==> src/rtl/npc_pkg.sv <==
`default_nettype none
// ============================================================================
//  Module      : npc_pkg
//  Description : Shared types and constants for the NPC core fetch path:
//                fetch sequencer state encoding, fault cause codes, bus
//                response codes and the architectural reset vector.
//  Revision    : 1.0 - initial release
// ============================================================================
package npc_pkg;

  // Fetch sequencer states; one instruction in flight at a time
  typedef enum logic [2:0] {
    ST_BOOT   = 3'd0,
    ST_ISSUE  = 3'd1,
    ST_WAIT_R = 3'd2,
    ST_DISP   = 3'd3,
    ST_WAIT_C = 3'd4,
    ST_HALT   = 3'd5,
    ST_FAULT  = 3'd6
  } fetch_state_t;

  // Fault cause codes reported on err_cause
  localparam logic [1:0] ERR_NONE     = 2'b00;
  localparam logic [1:0] ERR_BUS      = 2'b01;
  localparam logic [1:0] ERR_TIMEOUT  = 2'b10;
  localparam logic [1:0] ERR_MISALIGN = 2'b11;

  // Read response code for a successful beat
  localparam logic [1:0] RESP_OKAY = 2'b00;

  // PC value held by the PC register out of reset
  localparam logic [31:0] RESET_PC = 32'h8000_0000;

  // Instructions are 32-bit words; the two low address bits must be zero
  function automatic logic is_word_aligned(input logic [1:0] addr_lo);
    return (addr_lo == 2'b00);
  endfunction

endpackage
`default_nettype wire

==> src/rtl/ifu_fetch_ctrl.sv <==
`default_nettype none
// ============================================================================
//  Module      : ifu_fetch_ctrl
//  Description : Multi-cycle fetch sequencer. Issues one instruction-memory
//                read per instruction, hands the word to the decoder, waits
//                for the execute unit to commit, then writes the committed
//                next PC into the PC register. Faults are sticky until reset.
//  Revision    : 1.0 - initial release
// ============================================================================
module ifu_fetch_ctrl
  import npc_pkg::*;
#(
  parameter int unsigned ADDR_W  = 32,
  parameter int unsigned DATA_W  = 32,
  parameter int unsigned TIMEOUT = 255
) (
  input  logic              clk,
  input  logic              rst_n,
  // PC register interface
  input  logic [ADDR_W-1:0] pc,
  output logic              pc_wen,
  output logic [ADDR_W-1:0] pc_next,
  // Instruction memory read channels
  output logic              imem_arvalid,
  output logic [ADDR_W-1:0] imem_araddr,
  input  logic              imem_arready,
  input  logic              imem_rvalid,
  input  logic [DATA_W-1:0] imem_rdata,
  input  logic [1:0]        imem_rresp,
  output logic              imem_rready,
  // Decoder handoff
  output logic              inst_valid,
  output logic [DATA_W-1:0] inst,
  output logic [ADDR_W-1:0] inst_pc,
  input  logic              inst_ready,
  // Execute commit
  input  logic              commit_valid,
  input  logic [ADDR_W-1:0] commit_npc,
  input  logic              halt,
  // Fault reporting
  output logic              fetch_err,
  output logic [1:0]        err_cause
);

  // Wait counter wide enough to hold TIMEOUT itself
  localparam int             CTR_W     = $clog2(TIMEOUT + 1);
  localparam logic [CTR_W-1:0] c_timeout = CTR_W'(TIMEOUT);
  localparam logic [CTR_W-1:0] c_ctr_one = CTR_W'(1);

  fetch_state_t      r_state;
  logic [CTR_W-1:0]  r_ctr;
  logic              r_arvalid;
  logic [ADDR_W-1:0] r_araddr;
  logic              r_rready;
  logic              r_inst_valid;
  logic [DATA_W-1:0] r_inst;
  logic [ADDR_W-1:0] r_inst_pc;
  logic              r_fetch_err;
  logic [1:0]        r_err_cause;

  logic [CTR_W-1:0]  w_ctr_inc;
  logic              w_ctr_expired;
  logic              w_pc_wen;

  // Count of consecutive waited cycles including the current one
  assign w_ctr_inc     = r_ctr + c_ctr_one;
  assign w_ctr_expired = (w_ctr_inc == c_timeout);

  // The PC write happens in the very cycle EXU reports the commit, so the
  // PC register already holds the new value when the next fetch issues.
  assign w_pc_wen = rst_n && (r_state == ST_WAIT_C) && commit_valid;

  assign pc_wen       = w_pc_wen;
  assign pc_next      = w_pc_wen ? commit_npc : '0;
  assign imem_arvalid = r_arvalid;
  assign imem_araddr  = r_araddr;
  assign imem_rready  = r_rready;
  assign inst_valid   = r_inst_valid;
  assign inst         = r_inst;
  assign inst_pc      = r_inst_pc;
  assign fetch_err    = r_fetch_err;
  assign err_cause    = r_err_cause;

  // Fetch FSM with inline wait counter; every handshake output is registered
  always_ff @(posedge clk) begin
    if (!rst_n) begin
      r_state      <= ST_BOOT;
      r_ctr        <= '0;
      r_arvalid    <= 1'b0;
      r_araddr     <= '0;
      r_rready     <= 1'b0;
      r_inst_valid <= 1'b0;
      r_inst       <= '0;
      r_inst_pc    <= '0;
      r_fetch_err  <= 1'b0;
      r_err_cause  <= ERR_NONE;
    end else begin
      case (r_state)
        // PC register has settled on the reset vector; latch it and
        // request only if it is word aligned (ISSUE faults otherwise).
        ST_BOOT: begin
          r_state   <= ST_ISSUE;
          r_ctr     <= '0;
          r_araddr  <= pc;
          r_arvalid <= is_word_aligned(pc[1:0]);
        end

        // Address phase; the read channel is not accepted here, so a
        // coincident rvalid is never consumed.
        ST_ISSUE: begin
          if (!is_word_aligned(r_araddr[1:0])) begin
            r_state     <= ST_FAULT;
            r_arvalid   <= 1'b0;
            r_fetch_err <= 1'b1;
            r_err_cause <= ERR_MISALIGN;
          end else if (imem_arready) begin
            r_state   <= ST_WAIT_R;
            r_arvalid <= 1'b0;
            r_rready  <= 1'b1;
            r_ctr     <= '0;
          end else if (w_ctr_expired) begin
            r_state     <= ST_FAULT;
            r_arvalid   <= 1'b0;
            r_fetch_err <= 1'b1;
            r_err_cause <= ERR_TIMEOUT;
          end else begin
            r_ctr <= w_ctr_inc;
          end
        end

        // Data phase
        ST_WAIT_R: begin
          if (imem_rvalid) begin
            r_rready <= 1'b0;
            r_ctr    <= '0;
            if (imem_rresp == RESP_OKAY) begin
              r_state      <= ST_DISP;
              r_inst       <= imem_rdata;
              r_inst_pc    <= r_araddr;
              r_inst_valid <= 1'b1;
            end else begin
              r_state     <= ST_FAULT;
              r_fetch_err <= 1'b1;
              r_err_cause <= ERR_BUS;
            end
          end else if (w_ctr_expired) begin
            r_state     <= ST_FAULT;
            r_rready    <= 1'b0;
            r_fetch_err <= 1'b1;
            r_err_cause <= ERR_TIMEOUT;
          end else begin
            r_ctr <= w_ctr_inc;
          end
        end

        // Hold the instruction until the decoder takes it
        ST_DISP: begin
          if (inst_ready) begin
            r_state      <= ST_WAIT_C;
            r_inst_valid <= 1'b0;
            r_inst       <= '0;
            r_inst_pc    <= '0;
          end
        end

        // The next fetch address is the committed PC, which is exactly
        // what the PC register loads on this edge.
        ST_WAIT_C: begin
          if (commit_valid) begin
            r_ctr <= '0;
            if (halt) begin
              r_state <= ST_HALT;
            end else begin
              r_state   <= ST_ISSUE;
              r_araddr  <= commit_npc;
              r_arvalid <= is_word_aligned(commit_npc[1:0]);
            end
          end
        end

        // Terminal states; only reset leaves them
        ST_HALT:  r_state <= ST_HALT;
        ST_FAULT: r_state <= ST_FAULT;

        default: begin
          r_state      <= ST_BOOT;
          r_arvalid    <= 1'b0;
          r_rready     <= 1'b0;
          r_inst_valid <= 1'b0;
        end
      endcase
    end
  end

endmodule
`default_nettype wire

==> config.mk <==
export PLATFORM = sky130hd
export DESIGN_NAME = ifu_fetch_ctrl
export DESIGN_NICKNAME = d
export VERILOG_FILES = /design/src/rtl/npc_pkg.sv /design/src/rtl/ifu_fetch_ctrl.sv
export SDC_FILE = /design/constraint.sdc
export NUM_CORES = 1
export LEC_CHECK = 0
export BUFFER_PORTS_ARGS = -buffer_cell sky130_fd_sc_hd__buf_2
export CAP_MARGIN = 30
export CELL_PAD_IN_SITES_DETAIL_PLACEMENT = 2
export CELL_PAD_IN_SITES_GLOBAL_PLACEMENT = 2
export CORE_MARGIN = 4
export CORE_UTILIZATION = 26
export CTS_BUF_LIST = sky130_fd_sc_hd__clkbuf_8
export CTS_CLUSTER_SIZE = 14
export DETAILED_ROUTE_END_ITERATION = 7
export HOLD_SLACK_MARGIN = 0.06
export PLACE_DENSITY_LB_ADDON = 0.1
export SYNTH_ARGS = -nofsm -noshare
export SYNTH_HDL_FRONTEND = slang
export SYNTH_SLANG_ARGS = --single-unit
==> constraint.sdc <==
create_clock -name clk -period 2.2 [get_ports clk]
set_input_delay 0.22 -clock clk [delete_from_list [all_inputs] [get_ports clk]]
set_output_delay 0.22 -clock clk [all_outputs]
set_load 0.005 [all_outputs]
# Yosys cells after proc, flatten, opt, wreduce, memory -nomap -nowiden
# Index checks and enable logic that the tools add are counted.
[totals] word_cells=106 regBits=113 input_bits=105
[classes] n_reduce_logical=22 n_mux=52 eq_ne=18 bitwise=3 n_addsub=1
[op_table] op="$mux 32" n=8
[op_table] op="$pmux 32 s2" n=3
[op_table] op="$mux 8" n=5
[op_table] op="$pmux 8 s4" n=1
[op_table] op="$mux 3" n=8
[op_table] op="$pmux 3 s7" n=1
[op_table] op="$mux 1" n=16
[op_table] op="$reduce_and 4->1" n=4
[op_table] op="$ne 2x2->1 const B" n=7
[op_table] op="$mux 2" n=5
[op_table] op="$reduce_or 5->1" n=2
[op_table] op="$eq 3x3->1 const B" n=3
[op_table] op="$ne 3x3->1 const B" n=3
[op_table] op="$reduce_and 3->1" n=3
[op_table] op="$add 8x1->8 const B" n=1
[op_table] op="$eq 8x8->1 const B" n=1
[op_table] op="$logic_not 2->1" n=4
[op_table] op="$eq 3x2->1 const B" n=2
[op_table] op="$pmux 1 s3" n=2
[op_table] op="$reduce_bool 2->1" n=3
[op_table] op="$ne 4x4->1 const B" n=1
[op_table] op="$pmux 1 s4" n=1
[op_table] op="$pmux 2 s2" n=1
[op_table] op="$reduce_bool 4->1" n=1
[op_table] op="7 further kinds" n=10

# Logic depth before layout (Yosys ltp)
[depth] ltp_word=6 depth_mapped=7 depth_no_buf=6

# Worst setup path before layout
# OpenSTA, ideal clock, no wires.
[synth_path] path_type="reg2out" startpoint="reg r_state[0]" endpoint="out pc_next[22]" stages_incl_launch_ff=6 n_path_buf=1 setup_slack_ns=0.495 required_ns=1.980 t_arrival_ns=1.485 path_cell_list="dfxtp_1 or2_2 nor2_2 and3_1 clkbuf_1 and2_1"
[synth_between] elab_chain_cells=4
[synth_lines] element="start, declared" line="ifu_fetch_ctrl.sv:50" text="fetch_state_t r_state;"
[synth_lines] element="start signal, assigned" line="ifu_fetch_ctrl.sv:87" text="r_state <= ST_BOOT;"
[synth_lines] element="start signal, assigned" line="ifu_fetch_ctrl.sv:102" text="r_state <= ST_ISSUE;"
[synth_lines] element="start signal, assigned" line="ifu_fetch_ctrl.sv:112" text="r_state <= ST_FAULT;"
[synth_lines] element="$eq 3x3->1" line="ifu_fetch_ctrl.sv:71" text="assign w_pc_wen = rst_n && (r_state == ST_WAIT_C) && commit_valid;"
[synth_lines] element="$logic_and 1x1->1 (2 in a row)" line="ifu_fetch_ctrl.sv:71"
[synth_lines] element="via pc_wen" line="ifu_fetch_ctrl.sv:21" text="output logic pc_wen,"
[synth_lines] element="$mux 32" line="ifu_fetch_ctrl.sv:74" text="assign pc_next = w_pc_wen ? commit_npc : '0;"
[synth_lines] element="end, declared" line="ifu_fetch_ctrl.sv:22" text="output logic [ADDR_W-1:0] pc_next,"
# The timed path passes the listed nets, and every way through them passes these cells.

# Final worst setup path
[layout_path] startpoint="reg r_state[0]" endpoint="out pc_next[31]"
[layout_between] elab_chain_cells=4
[layout_lines] element="$eq 3x3->1" line="ifu_fetch_ctrl.sv:71"
[layout_lines] element="$logic_and 1x1->1 (2 in a row)" line="ifu_fetch_ctrl.sv:71"
[layout_lines] element="$mux 32" line="ifu_fetch_ctrl.sv:74"
# No other way between the ends.

==> metrics <==
outcome=finished, final reports clean; Reg clk slew, reported paths=~0.080 ns; FMAX=around 470 MHz; GR Util met3=about 4.3%; final total power=7.83 mW; first-pass GRT wire length=between 30,000 and 40,000 um; Clk Latency, worst-skew pair=~0.42 ns; CTS buffer count=17; worst slew pin tran=about 0.81 ns; DRT Pass-1 Iters=5; static leakage=3.20 nW; Crit Path Category=reg2out; largest net degree at the start of global routing=77; Layout fillers=2,246; critical path launch point type=flip-flop; distinct cell type count of the synthesized netlist=~50; TritonCTS clock tree=yes; ANT cells=0; Clock Sink Count=around 110; Synthesized Nets=approximately 710; GPL Wtd Cong=0.787; die area=22,200 sq um; internal power=4.88 mW; antenna violations before repair=0; pwr dens=between 1000 and 1500 nW/um^2; most used flip-flop cell after synthesis=dfxtp_1; die width=149 um; share of layout cells above drive strength 1=a little under two fifths; crit-path max FO=12; hpwl dp=around 15,000 um; vias in the first global route=roughly 6,000; post-DR wirelength/cell=~19 um; combinational group share of total power=roughly two fifths; critical path's top delay family=simple AND/OR/NAND/NOR gates; global-route usage over all layers=a little under a fifth; met2 Use GR=34.5%; Core Area=approximately 20,000 sq um; starting density of the core=between 20% and 30%; Post-synth EDFFs=0; final net count=approximately 980; drt initial violations=between 150 and 200; Max-cap violations=0; Final Slew Violations=0; Synth Register Bits=~110; IO Port Bufs=around 240; CP bufs+invs=3; Hold Fails Final Rpt=0; gate count after technology mapping=around 600; Max stage delay on crit path=approximately 0.33 ns; M1 GR Usage=23.2%; Post-synth ARST share=0%; DRC violations left=0; H-tree levels=4; CP Capture Type=primary output; Rel. slew slack=between 40% and 50%; cell area after synthesis=5170 sq um; Crit path required time=between 1.5 and 2 ns; clock buffer depth=2; root buffer cell=clkbuf_8; row cnt=between 50 and 60; sequential-to-total area share from yosys stat=between 40% and 50%; CP max-delay cell=dfxtp_2; VDD IR-drop max=about 700 uV; vias per inst=a little under 5; ranking of synthesized cells by area=dfxtp_1 (44%), nand2b_1 (8.0%), a21oi_1 (7.2%); Sw Ratio=between 30% and 40%; CP arrival=around 1.9 ns; IO Count=240; Area Growth Syn to Fin=45.9%; area leader, netlist=dfxtp_1; crit-path cells=buf_6, or2_4, nor2_4, and3_4, buf_12, and2_1, buf_2; GR peak layer=met2; final WL=21,400 um; clk_skew=roughly 0.015 ns; top cell type's share of synthesized area=43.7%; Mean Syn Cell Area=8.60 sq um; total grt overflow=0; Sw Pwr=2.96 mW; DRT antenna net count=0; Yosys warning count=0; Hold Path Class=in2reg; Clock power frac=between 20% and 30%; Final setup viols=0; Final Cycle Share=95.9%; Final Hold Slack=approximately 0.094 ns; chip height=149 um; via count=~5,500; Reg power frac=between 30% and 40%; Tmin final=between 2 and 2.5 ns
==> per-layer routing <==
metal,wire [um],part of all wire [%],vias to the layer above
li1,-,-,2654
met1,9210,43,2705
met2,10900,51,149
met3,1080,5.0,19
met4,245,1.1,0
met5,0,0,-
==> worst register-to-register path, delay by kind of cell, from the launching register on <==
family | cells | cell delay (ns)
and+or+nand+nor | 2 | 0.77
AOI/OAI and AO/OA | 2 | 0.57
DFF | 1 | 0.33
buffers and inverters | 1 | 0.30
==> cells by family (layout without fill, tap and decap cells) <==
logic type | after synthesis | in the layout | share of synthesized area, %
buffers and inverters | 59 | 338 | 5.23
flip-flops | 113 | 113 | 43.7
adder cells (fa/ha/maj) | 2 | 2 | 0.484
AND/OR/NAND/NOR | 244 | 244 | 25.7
XOR/XNOR | 2 | 2 | 0.339
AO/OA/AOI/OAI | 147 | 147 | 18.0
multiplexers | 34 | 34 | 6.58
==> flip-flops by register name (all words and copies together), names as in the netlist <==
name and count:
imem_araddr 32, inst 32, inst_pc 32, r_ctr 8
r_state 3, err_cause 2, fetch_err 1, imem_arvalid 1
imem_rready 1, inst_valid 1
==> cells in the final DEF (no fill, tap or decap), types with 4 or more instances in the layout <==
master	Yosys	layout
nor3_1	5	5
a21oi_1	74	73
nand3_1	68	68
nand2b_1	66	66
dlygate4sd3_1	0	30
buf_2	12	233
buf_6	0	8
buf_12	0	5
clkbuf_8	0	23
mux2i_1	34	34
buf_4	9	24
nor2_1	42	42
dfxtp_1	113	110
and2_1	33	23
o21ai_0	7	7
inv_1	9	8
a211oi_1	34	34
o211ai_1	5	5
and2_4	0	10
clkinv_2	0	4
nand2_1	9	8
==> cells in the mapped netlist (7+ instances only) <==
cell type,n
inv_1,9
a21oi_1,74
mux2i_1,34
nor2_1,42
clkbuf_1,24
o21ai_0,7
a211oi_1,34
buf_2,12
nand2_1,9
nand2b_1,66
nand3_1,68
and2_1,33
buf_4,9
dfxtp_1,113
==> power by group through the flow <==
| stage | logic, mW | registers (mW) | clock network (mW) |
|---|---|---|---|
| global placement | 2.83 | 2.92 | 0 |
| detailed placement | 2.93 | 2.94 | 0 |
| finish | 3.06 | 2.90 | 1.87 |
| CTS | 3.11 | 2.91 | 1.96 |
| global route | 3.40 | 2.97 | 2.06 |
| floorplan | 1.65 | 2.85 | 0 |
==> layout make-up <==
cell class	instances	area [sq um]	share of cell area, %
sequential	113	2270	30.1
timing repair buffer	300	1840	24.3
tap	265	332	4.39
clock buffer	23	317	4.19
multi-input combinational	429	2700	35.7
inverter	9	38.8	0.514
clock inverter	6	56.3	0.746
==> path summary, 6_finish.rpt <==
path | from | endpoint | slack (ns) | depth (start not counted)
worst max register to register | r_state[0] | inst[15] | 0.15 | 5
worst min-delay path | imem_rdata[15] | inst[15] | 0.09 | 3
worst min register to register | err_cause[0] | err_cause[0] | 0.46 | 2
worst max-delay path | r_state[0] | pc_next[31] | 0.09 | 7
==> timing repair <==
action	4_1_cts	5_1_grt
endpoints found under the setup margin	33	32
gates resized for setup	22	5
hold endpoints to repair	30	0
pin swaps	7	2
hold buffers	30	0
gates cloned	2	0
buffers inserted	6	2
==> metrics by stage <==
stage               utilization, %  instance area, sq um  setup slack, ns  setup TNS, ns  instances
floorplan                        -                  5170            0.495              0        601
global route                  38.6                  7550         -0.00644        -0.0124       1145
detailed placement            34.4                  6710            0.137              0       1079
CTS                           38.8                  7580          -0.0284         -0.216       1146
finish                        38.6                  7550           0.0898              0       1145
global placement              34.4                  6710            0.133              0       1079
Note: power is estimated with default switching activity, not from simulation.
